[src/rtl/pipe_stage_reg.sv]
// rtl/pipe_stage_reg.sv - valid/ready pipeline register with optional skid entry, flush and stall counter
module pipe_stage_reg #(
  parameter int                DATA_W   = 96,
  parameter int                CTRL_W   = 24,
  parameter int                EXC_W    = 2,
  parameter logic [CTRL_W-1:0] CTRL_RST = {CTRL_W{1'b0}},
  parameter logic [EXC_W-1:0]  EXC_RST  = {EXC_W{1'b0}},
  parameter int                SKID     = 1,
  parameter int                CNT_W    = 16
) (
  input  logic              clk,
  input  logic              reset,
  input  logic              in_valid,
  output logic              in_ready,
  input  logic [DATA_W-1:0] in_data,
  input  logic [CTRL_W-1:0] in_ctrl,
  input  logic [EXC_W-1:0]  in_excp,
  output logic              out_valid,
  input  logic              out_ready,
  output logic [DATA_W-1:0] out_data,
  output logic [CTRL_W-1:0] out_ctrl,
  output logic [EXC_W-1:0]  out_excp,
  input  logic              flush,
  output logic [1:0]        occupancy,
  output logic [CNT_W-1:0]  stall_cnt
);

  typedef enum logic [1:0] {
    EMPTY = 2'd0,
    ONE   = 2'd1,
    FULL  = 2'd2
  } stateT;

  stateT state, stateNext;

  logic              mValid, sValid;
  logic              acc, drn;
  logic              loadMIn, loadMSkid, loadS;
  logic [1:0]        occNext, occReg;
  logic [DATA_W-1:0] mData, sData;
  logic [CTRL_W-1:0] mCtrl, sCtrl;
  logic [EXC_W-1:0]  mExcp, sExcp;
  logic [CNT_W-1:0]  stallCnt;

  assign mValid = (state != EMPTY);
  assign sValid = (state == FULL);

  // With a skid entry, ready depends only on state flops, cutting the out_ready path.
  generate
    if (SKID != 0) begin : gSkid
      assign in_ready = !sValid;
    end else begin : gSingle
      assign in_ready = out_ready || !mValid;
    end
  endgenerate

  assign acc = in_valid && in_ready;
  assign drn = mValid && out_ready;

  always_ff @(posedge clk) begin
    if (reset) begin
      state <= EMPTY;
    end else begin
      state <= stateNext;
    end
  end

  always_comb begin
    stateNext = state;
    loadMIn   = 1'b0;
    loadMSkid = 1'b0;
    loadS     = 1'b0;
    if (!flush) begin
      case (state)
        EMPTY: begin
          if (acc) begin
            stateNext = ONE;
            loadMIn   = 1'b1;
          end
        end
        ONE: begin
          if (acc && drn) begin
            loadMIn = 1'b1;
          end else if (acc && (SKID != 0)) begin
            stateNext = FULL;
            loadS     = 1'b1;
          end else if (drn) begin
            stateNext = EMPTY;
          end
        end
        FULL: begin
          if (drn) begin
            stateNext = ONE;
            loadMSkid = 1'b1;
          end
        end
        default: stateNext = EMPTY;
      endcase
    end else begin
      stateNext = EMPTY;
    end
    occNext = {1'b0, (stateNext != EMPTY)} + {1'b0, (stateNext == FULL)};
  end

  // Data is not cleared on flush; only the valid bits drop.
  always_ff @(posedge clk) begin
    if (reset) begin
      mData <= '0;
      mCtrl <= CTRL_RST;
      mExcp <= EXC_RST;
      sData <= '0;
      sCtrl <= CTRL_RST;
      sExcp <= EXC_RST;
    end else begin
      if (loadMIn) begin
        mData <= in_data;
        mCtrl <= in_ctrl;
        mExcp <= in_excp;
      end else if (loadMSkid) begin
        mData <= sData;
        mCtrl <= sCtrl;
        mExcp <= sExcp;
      end
      if (loadS) begin
        sData <= in_data;
        sCtrl <= in_ctrl;
        sExcp <= in_excp;
      end
    end
  end

  always_ff @(posedge clk) begin
    if (reset) begin
      occReg <= 2'd0;
    end else begin
      occReg <= occNext;
    end
  end

  always_ff @(posedge clk) begin
    if (reset) begin
      stallCnt <= '0;
    end else if (mValid && !out_ready && (stallCnt != {CNT_W{1'b1}})) begin
      stallCnt <= stallCnt + CNT_W'(1);
    end
  end

  assign out_valid = mValid;
  assign out_data  = mData;
  assign out_ctrl  = mValid ? mCtrl : CTRL_RST;
  assign out_excp  = mValid ? mExcp : EXC_RST;
  assign occupancy = occReg;
  assign stall_cnt = stallCnt;

endmodule

[config.mk]
export PLATFORM = sky130hd
export DESIGN_NAME = pipe_stage_reg
export DESIGN_NICKNAME = d
export VERILOG_FILES = /design/src/rtl/pipe_stage_reg.sv
export SDC_FILE = /design/constraint.sdc
export NUM_CORES = 1
export LEC_CHECK = 0
export ABC_CLOCK_PERIOD_IN_PS = 2440
export BUFFER_PORTS_ARGS = -buffer_cell sky130_fd_sc_hd__buf_4
export CAP_MARGIN = 20
export CORE_ASPECT_RATIO = 1.4
export CORE_MARGIN = 1.5
export CORE_UTILIZATION = 50
export CTS_CLUSTER_DIAMETER = 60
export DETAILED_ROUTE_END_ITERATION = 8
export PLACE_DENSITY_LB_ADDON = 0.25
export REMOVE_ABC_BUFFERS = 1
export SETUP_SLACK_MARGIN = 0.1
export SYNTH_ARGS = -nofsm -noshare
export SYNTH_HDL_FRONTEND = slang
export SYNTH_SLANG_ARGS = --single-unit
[constraint.sdc]
create_clock -name clk -period 2.44 [get_ports clk]
set_clock_uncertainty 0.1 [all_clocks]
set_input_delay 0.122 -clock clk [delete_from_list [all_inputs] [get_ports clk]]
set_output_delay 0.122 -clock clk [all_outputs]
set_load 0.1 [all_outputs]
==> results of run 1 <==
stage by stage:
stage | worst slack (ns) | TNS (ns) | cell area [sq um]
6_report | 0.304 | 0 | 15000
5_1_grt | 0.148 | 0 | 15000
4_1_cts | 0.320 | 0 | 15000
3_5_place_dp | 0.367 | 0 | 12900
3_3_place_gp | 0.440 | 0 | 12900
2_1_floorplan | -13.19 | -2026.00 | 10200
flip-flops by register name (all words and copies together), names as in the netlist:
| signal | flops |
|---|---|
| out_data | 96 |
| sData | 96 |
| mCtrl | 24 |
| sCtrl | 24 |
| stall_cnt | 16 |
| mExcp | 2 |
| occupancy | 2 |
| sExcp | 2 |
| state | 1 |
area by class of cell:
class	count	area share
clock buffer	39	0.0528
clock inverter	7	0.00442
inverter	3	0.000751
multi-input combinational	852	0.329
sequential	263	0.351
tap	260	0.0217
timing repair buffer	417	0.241
power by group through the flow:
stage / logic (mW) / clock network, mW / registers [mW]
finish: 1.93 / 3.98 / 4.55
global route: 2.02 / 4.20 / 4.56
CTS: 1.93 / 4.05 / 4.54
detailed placement: 1.75 / 0 / 4.64
global placement: 1.74 / 0 / 4.63
floorplan: 0.406 / 0 / 5.44
path summary, 6_finish.rpt:
kind | end | depth (start not counted) | slack, ns | start
max | stall_cnt[3] | 6 | 0.30 | stall_cnt[0]
min | sData[84] | 2 | 0.08 | reset
max reg2reg | stall_cnt[3] | 6 | 0.30 | stall_cnt[0]
min reg2reg | sData[35] | 2 | 0.35 | sData[35]
routing by layer:
| metal | wire (um) | part of all wire |
|---|---|---|
| met1 | 11700 | 0.40 |
| met2 | 15100 | 0.51 |
| met3 | 1700 | 0.058 |
| met4 | 831 | 0.028 |
| met5 | 0 | 0 |
cell usage after synthesis (3+ instances only):
| library cell | instances | share of area |
|---|---|---|
| o31ai_1 | 3 | 0.0021 |
| mux2_2 | 3 | 0.0032 |
| o21a_1 | 3 | 0.0021 |
| nor3_1 | 3 | 0.0014 |
| buf_1 | 4 | 0.0014 |
| o21ai_0 | 5 | 0.0023 |
| or4_1 | 3 | 0.0021 |
| nand2b_1 | 3 | 0.0018 |
| a21oi_1 | 134 | 0.063 |
| buf_2 | 21 | 0.0098 |
| or3_1 | 6 | 0.0035 |
| a211oi_1 | 123 | 0.086 |
| clkbuf_1 | 63 | 0.022 |
| buf_4 | 5 | 0.0035 |
| nand4_1 | 5 | 0.0029 |
| nor2_1 | 130 | 0.046 |
| nand3_1 | 6 | 0.0028 |
| inv_1 | 3 | 0.0011 |
| mux2i_1 | 122 | 0.11 |
| nand2_1 | 249 | 0.087 |
| dfxtp_1 | 263 | 0.49 |
| buf_8 | 8 | 0.011 |
| nor2b_1 | 32 | 0.019 |
cells in the final DEF, fill, tap and decap left out, types with 5 or more instances in the layout:
cell / n
clkbuf_8: 8
clkbuf_1: 5
a21oi_1: 134
a211oi_1: 123
clkbuf_16: 27
nand3_1: 6
dfxtp_1: 263
dlygate4sd3_1: 127
mux2i_1: 122
nor2b_1: 31
nand2_1: 248
or3_1: 6
buf_12: 12
o21ai_0: 5
nand4_1: 5
buf_4: 277
clkinv_2: 5
nor2_1: 129
logic make-up after synthesis:
family / Yosys count
fa+ha+maj: 1
mux: 126
compound gates: 276
buf+inv: 105
flops: 263
simple gates: 449
repair_timing:
| item | in CTS | in global routing |
|---|---|---|
| hold buffers | 127 | 0 |
| gates resized for setup | 0 | 0 |
| setup endpoints to repair | 0 | 0 |
| endpoints found under the hold margin | 248 | 0 |
==> impl_metrics.tcl, run 1 <==
set metrics [dict create \
    power.density_nw_per_um2 698 \
    cp.arrival_ns 2.41 \
    post-cts-setup-buffers 0 \
    synth_compound_area_frac 0.162 \
    drc 0 \
    start_util 0.507 \
    dieArea_sq_um 22300 \
    final_util 0.709 \
    yosysUniqueCellTypes 43 \
    hold_class "input pin to flip-flop" \
    cellInternalPower_mw 7.39 \
    antenna_found_initial 0 \
    slew_violations 0 \
    holdWs_ns 0.0784 \
    insertion_delay_ns 0.52 \
    place_congestion 0.856 \
    coreArea_sq_um 21100 \
    maxSlewHeadroom 0.595 \
    yosysWarnings 0 \
    synth_edf_count 0 \
    wire_per_inst_um 16.0 \
    via_per_inst 5.47 \
    maxCapViolations 0 \
    irDropWorstVdd_mv 0.707 \
    area_growth_pct 40.0 \
    synth.avg_cell_area_sq_um 8.77 \
    p_comb_frac 0.185 \
    synthSimpleGateAreaFrac 0.176 \
    drive_above_1_share 0.217 \
    outcome "complete, no violations" \
    route.antenna.remaining_nets 0 \
    cts_tree "yes" \
    tightest_slew_ns 0.602 \
    grt.overflow.total 0 \
    slowest_delay_ns 0.61 \
    max_freq_ghz 0.468 \
    rsz0062_at_grt "false" \
    gr-usage-met2 0.460 \
    path_buf_inv 1 \
    swShare 0.293 \
    root_buffer "clkbuf_16" \
    cp-start-kind "flip-flop" \
    n_fill_cell 1565 \
    p_sw_mw 3.07 \
    synthAdderAreaFrac 0.00117 \
    die_w_um 127 \
    netlist_area_sq_um 10700 \
    io_pins 269 \
    dieHeight_um 176 \
    seq_power_share 0.435 \
    regArea_sq_um 5270 \
    top_usage_layer "met2" \
    synth.mux.area_fraction 0.118 \
    multiInputGateArea_sq_um 4920 \
    numCtsBuffers 26 \
    post-route-period-util 0.875 \
    dp_cells 1668 \
    required_ns 2.71 \
    synth_top_family_by_area "simple AND/OR/NAND/NOR gates" \
    met1_usage 0.290 \
    worstPathCellList "ha_1 -> nand3_1 -> nor4_2 -> buf_4 -> or3_1 -> a21oi_1" \
    drt_iter0_markers 555 \
    synthFlopType "dfxtp_1" \
    grt_max_degree 92 \
    clock-sinks 263 \
    p_clk_frac 0.380 \
    fin_cells 1841 \
    io_buffers 268 \
    async_reset_ff_frac 0 \
    critical_path.slowest_cell "nor4_2" \
    cts_max_path_buffers 3 \
    grt_pass1_wl_um 46800 \
    cp_max_fo 10 \
    setup_viol 0 \
    route.vias.total 10100 \
    hold_viol 0 \
    firstDrtPassIters 6 \
    crit_type "flip-flop to flip-flop" \
    drt_wl_total_um 29400 \
    row_count 63 \
    n_antenna_cell 0 \
    ys_ff_latch 263 \
    grt_use_total 0.250 \
    grt_pass1_vias 9803 \
    synthCells 1220 \
    nets 1691 \
    place_hpwl_um 16900 \
    htreeDepth 1 \
    synth_xor_area_frac 0 \
    p_leak_nw 5.60 \
    clk_transition_reported_paths_ns 0.06 \
    period_minus_slack_ns 2.14 \
    ys_seq_area_frac 0.492 \
    critical_path.top_delay_family "simple AND/OR/NAND/NOR gates" \
    power_mw 10.5 \
    crit_path_end_kind "flip-flop" \
    use_met3 0.0448 \
]
No activity file was read; power rests on OpenSTA's default activity.
==> inputs of run 2 (changes only) <==
--- a/config.mk
+++ b/config.mk
@@ -13,7 +13,7 @@
 export CORE_UTILIZATION = 50
 export CTS_CLUSTER_DIAMETER = 60
 export DETAILED_ROUTE_END_ITERATION = 8
-export PLACE_DENSITY_LB_ADDON = 0.25
+export PLACE_DENSITY = 0.76
 export REMOVE_ABC_BUFFERS = 1
 export SETUP_SLACK_MARGIN = 0.1
 export SYNTH_ARGS = -nofsm -noshare
==> run 2 against run 1 <==
  * Register-to-register slack about the same
  * Clock power up 9.0%
  * Final area up 1.2%
  * Worst setup slack better by 0.0066 ns
  * Power up 3.8%
  * Via count up 1.3%
  * Final cell count up 0.43%
  * First-iteration DRC count down 2.0%
==> impl_metrics.tcl, run 2 (synthesis gave the netlist of run 1 again) <==
set metrics [dict create \
    outcome "complete, no violations" \
    cp.arrival_ns 2.45 \
    row_count 63 \
    start_util 0.507 \
    grt.overflow.total 0 \
    dieArea_sq_um 22300 \
    p_comb_frac 0.180 \
    power.density_nw_per_um2 716 \
    grt_use_total 0.265 \
    rsz0062_at_grt "false" \
    hold_class "input pin to flip-flop" \
    n_fill_cell 1537 \
    layout_common_cells "buf_4 (277), dfxtp_1 (263), nand2_1 (248)" \
    gr-usage-met2 0.482 \
    final_util 0.718 \
    cp_max_fo 22 \
    firstDrtPassIters 4 \
    place_hpwl_um 18000 \
    p_clk_frac 0.400 \
    wire_per_inst_um 16.7 \
    crit_path_end_kind "flip-flop" \
    placed_cell_area_sq_um 12900 \
    tightest_slew_ns 0.762 \
    design_area_sq_um 15200 \
    grt_pass1_vias 10200 \
    drt_wl_total_um 30900 \
    drive_above_1_share 0.219 \
    route.antenna.remaining_nets 0 \
    maxSlewHeadroom 0.492 \
    route.vias.total 10200 \
    top_usage_layer "met2" \
    met1_usage 0.291 \
    place_congestion 0.811 \
    setup_tns_ns 0 \
    htreeDepth 1 \
    seq_power_share 0.419 \
    dieHeight_um 176 \
    worstReg2RegStart "state[1]" \
    max_freq_ghz 0.470 \
    period_minus_slack_ns 2.13 \
    insertion_delay_ns 0.52 \
    drc 0 \
    io_buffers 268 \
    nets 1695 \
    io_pins 269 \
    clk_transition_reported_paths_ns 0.07 \
    cts_max_path_buffers 3 \
    dp_cells 1672 \
    die_w_um 127 \
    fin_cells 1849 \
    required_ns 2.76 \
    min_delay_path_depth 2 \
    numCtsBuffers 26 \
    coreArea_sq_um 21100 \
    post-route-period-util 0.873 \
    layout_commonest_cell "buf_4" \
    grt_max_degree 109 \
    irDropWorstVdd_mv 0.577 \
    use_met3 0.0442 \
    root_buffer "clkbuf_16" \
    clock-sinks 263 \
    cts_tree "yes" \
    p_sw_mw 3.11 \
    crit_type "flip-flop to flip-flop" \
    swShare 0.287 \
    area_growth_pct 41.6 \
    via_per_inst 5.52 \
    reg2reg_depth 6 \
    p_leak_nw 5.66 \
    grt_pass1_wl_um 48900 \
    cts_resized 0 \
    cellInternalPower_mw 7.74 \
    hold_start "reset" \
    drt_iter0_markers 544 \
    slew_violations 0 \
    hold_viol 0 \
    cp-startpoint "state[1]" \
    cp-start-kind "flip-flop" \
    maxCapViolations 0 \
    antenna_found_initial 1 \
    setup_viol 0 \
]
[run 2: cell types whose count changed in the layout (fill, tap and decap cells not counted), sizes merged]
cell	previous run	this run
clkbuf	40	41
buf	289	293
clkinvlp	0	1
bufinv	1	4
diode	0	3
inv	4	3
clkinv	5	2
[run 2: area by class of cell]
cell class | instances | area (sq um) | area share
clock buffer | 40 | 805 | 0.0531
sequential | 263 | 5270 | 0.347
timing repair buffer | 421 | 3680 | 0.243
inverter | 3 | 11.3 | 0.000743
clock inverter | 7 | 138 | 0.00908
antenna | 3 | 7.51 | 0.000495
tap | 260 | 325 | 0.0215
multi-input combinational | 852 | 4920 | 0.325
[run 2: through the flow]
stage	worst slack (ns)	power, mW	hold slack [ns]
after CTS	0.396	10.9	0.141
final	0.311	10.9	0.111
after detailed placement	0.413	6.41	0.241
after global placement	0.510	6.39	0.237
after floorplan	-13.19	5.84	0.0911
after global routing	0.187	11.2	0.183
[run 2: power groups by stage]
stage / registers, mW / logic [mW] / clock network [mW]
5_1_grt: 4.57 / 2.04 / 4.57
2_1_floorplan: 5.44 / 0.406 / 0
3_5_place_dp: 4.64 / 1.77 / 0
4_1_cts: 4.55 / 1.94 / 4.41
6_report: 4.55 / 1.96 / 4.34
3_3_place_gp: 4.64 / 1.75 / 0
[run 2: metal layers]
metal / up-vias / wire length, um
li1: 4904 / -
met1: 4834 / 11700
met2: 349 / 15700
met3: 121 / 1700
met4: 0 / 1750
met5: - / 0
[run 2: timing repair]
item / in CTS / in global routing
buffers inserted: 0 / 0
hold endpoints to repair: 248 / 0
hold buffers: 127 / 0
[run 2: critical path: stages, from the launching register on]
cell and delay, ns:
dfxtp_1 0.48, nand2b_1 0.18, nor3b_2 0.32, buf_4 0.28, buf_12 0.22, mux2i_1 0.10, a211oi_1 0.32
[run 2: path summary, 6_finish.rpt]
kind,endpoint,slack (ns)
worst max register to register,out_data[70],0.31
worst min-delay path,sData[42],0.11
worst min register to register,sData[50],0.35
worst max-delay path,out_data[70],0.31
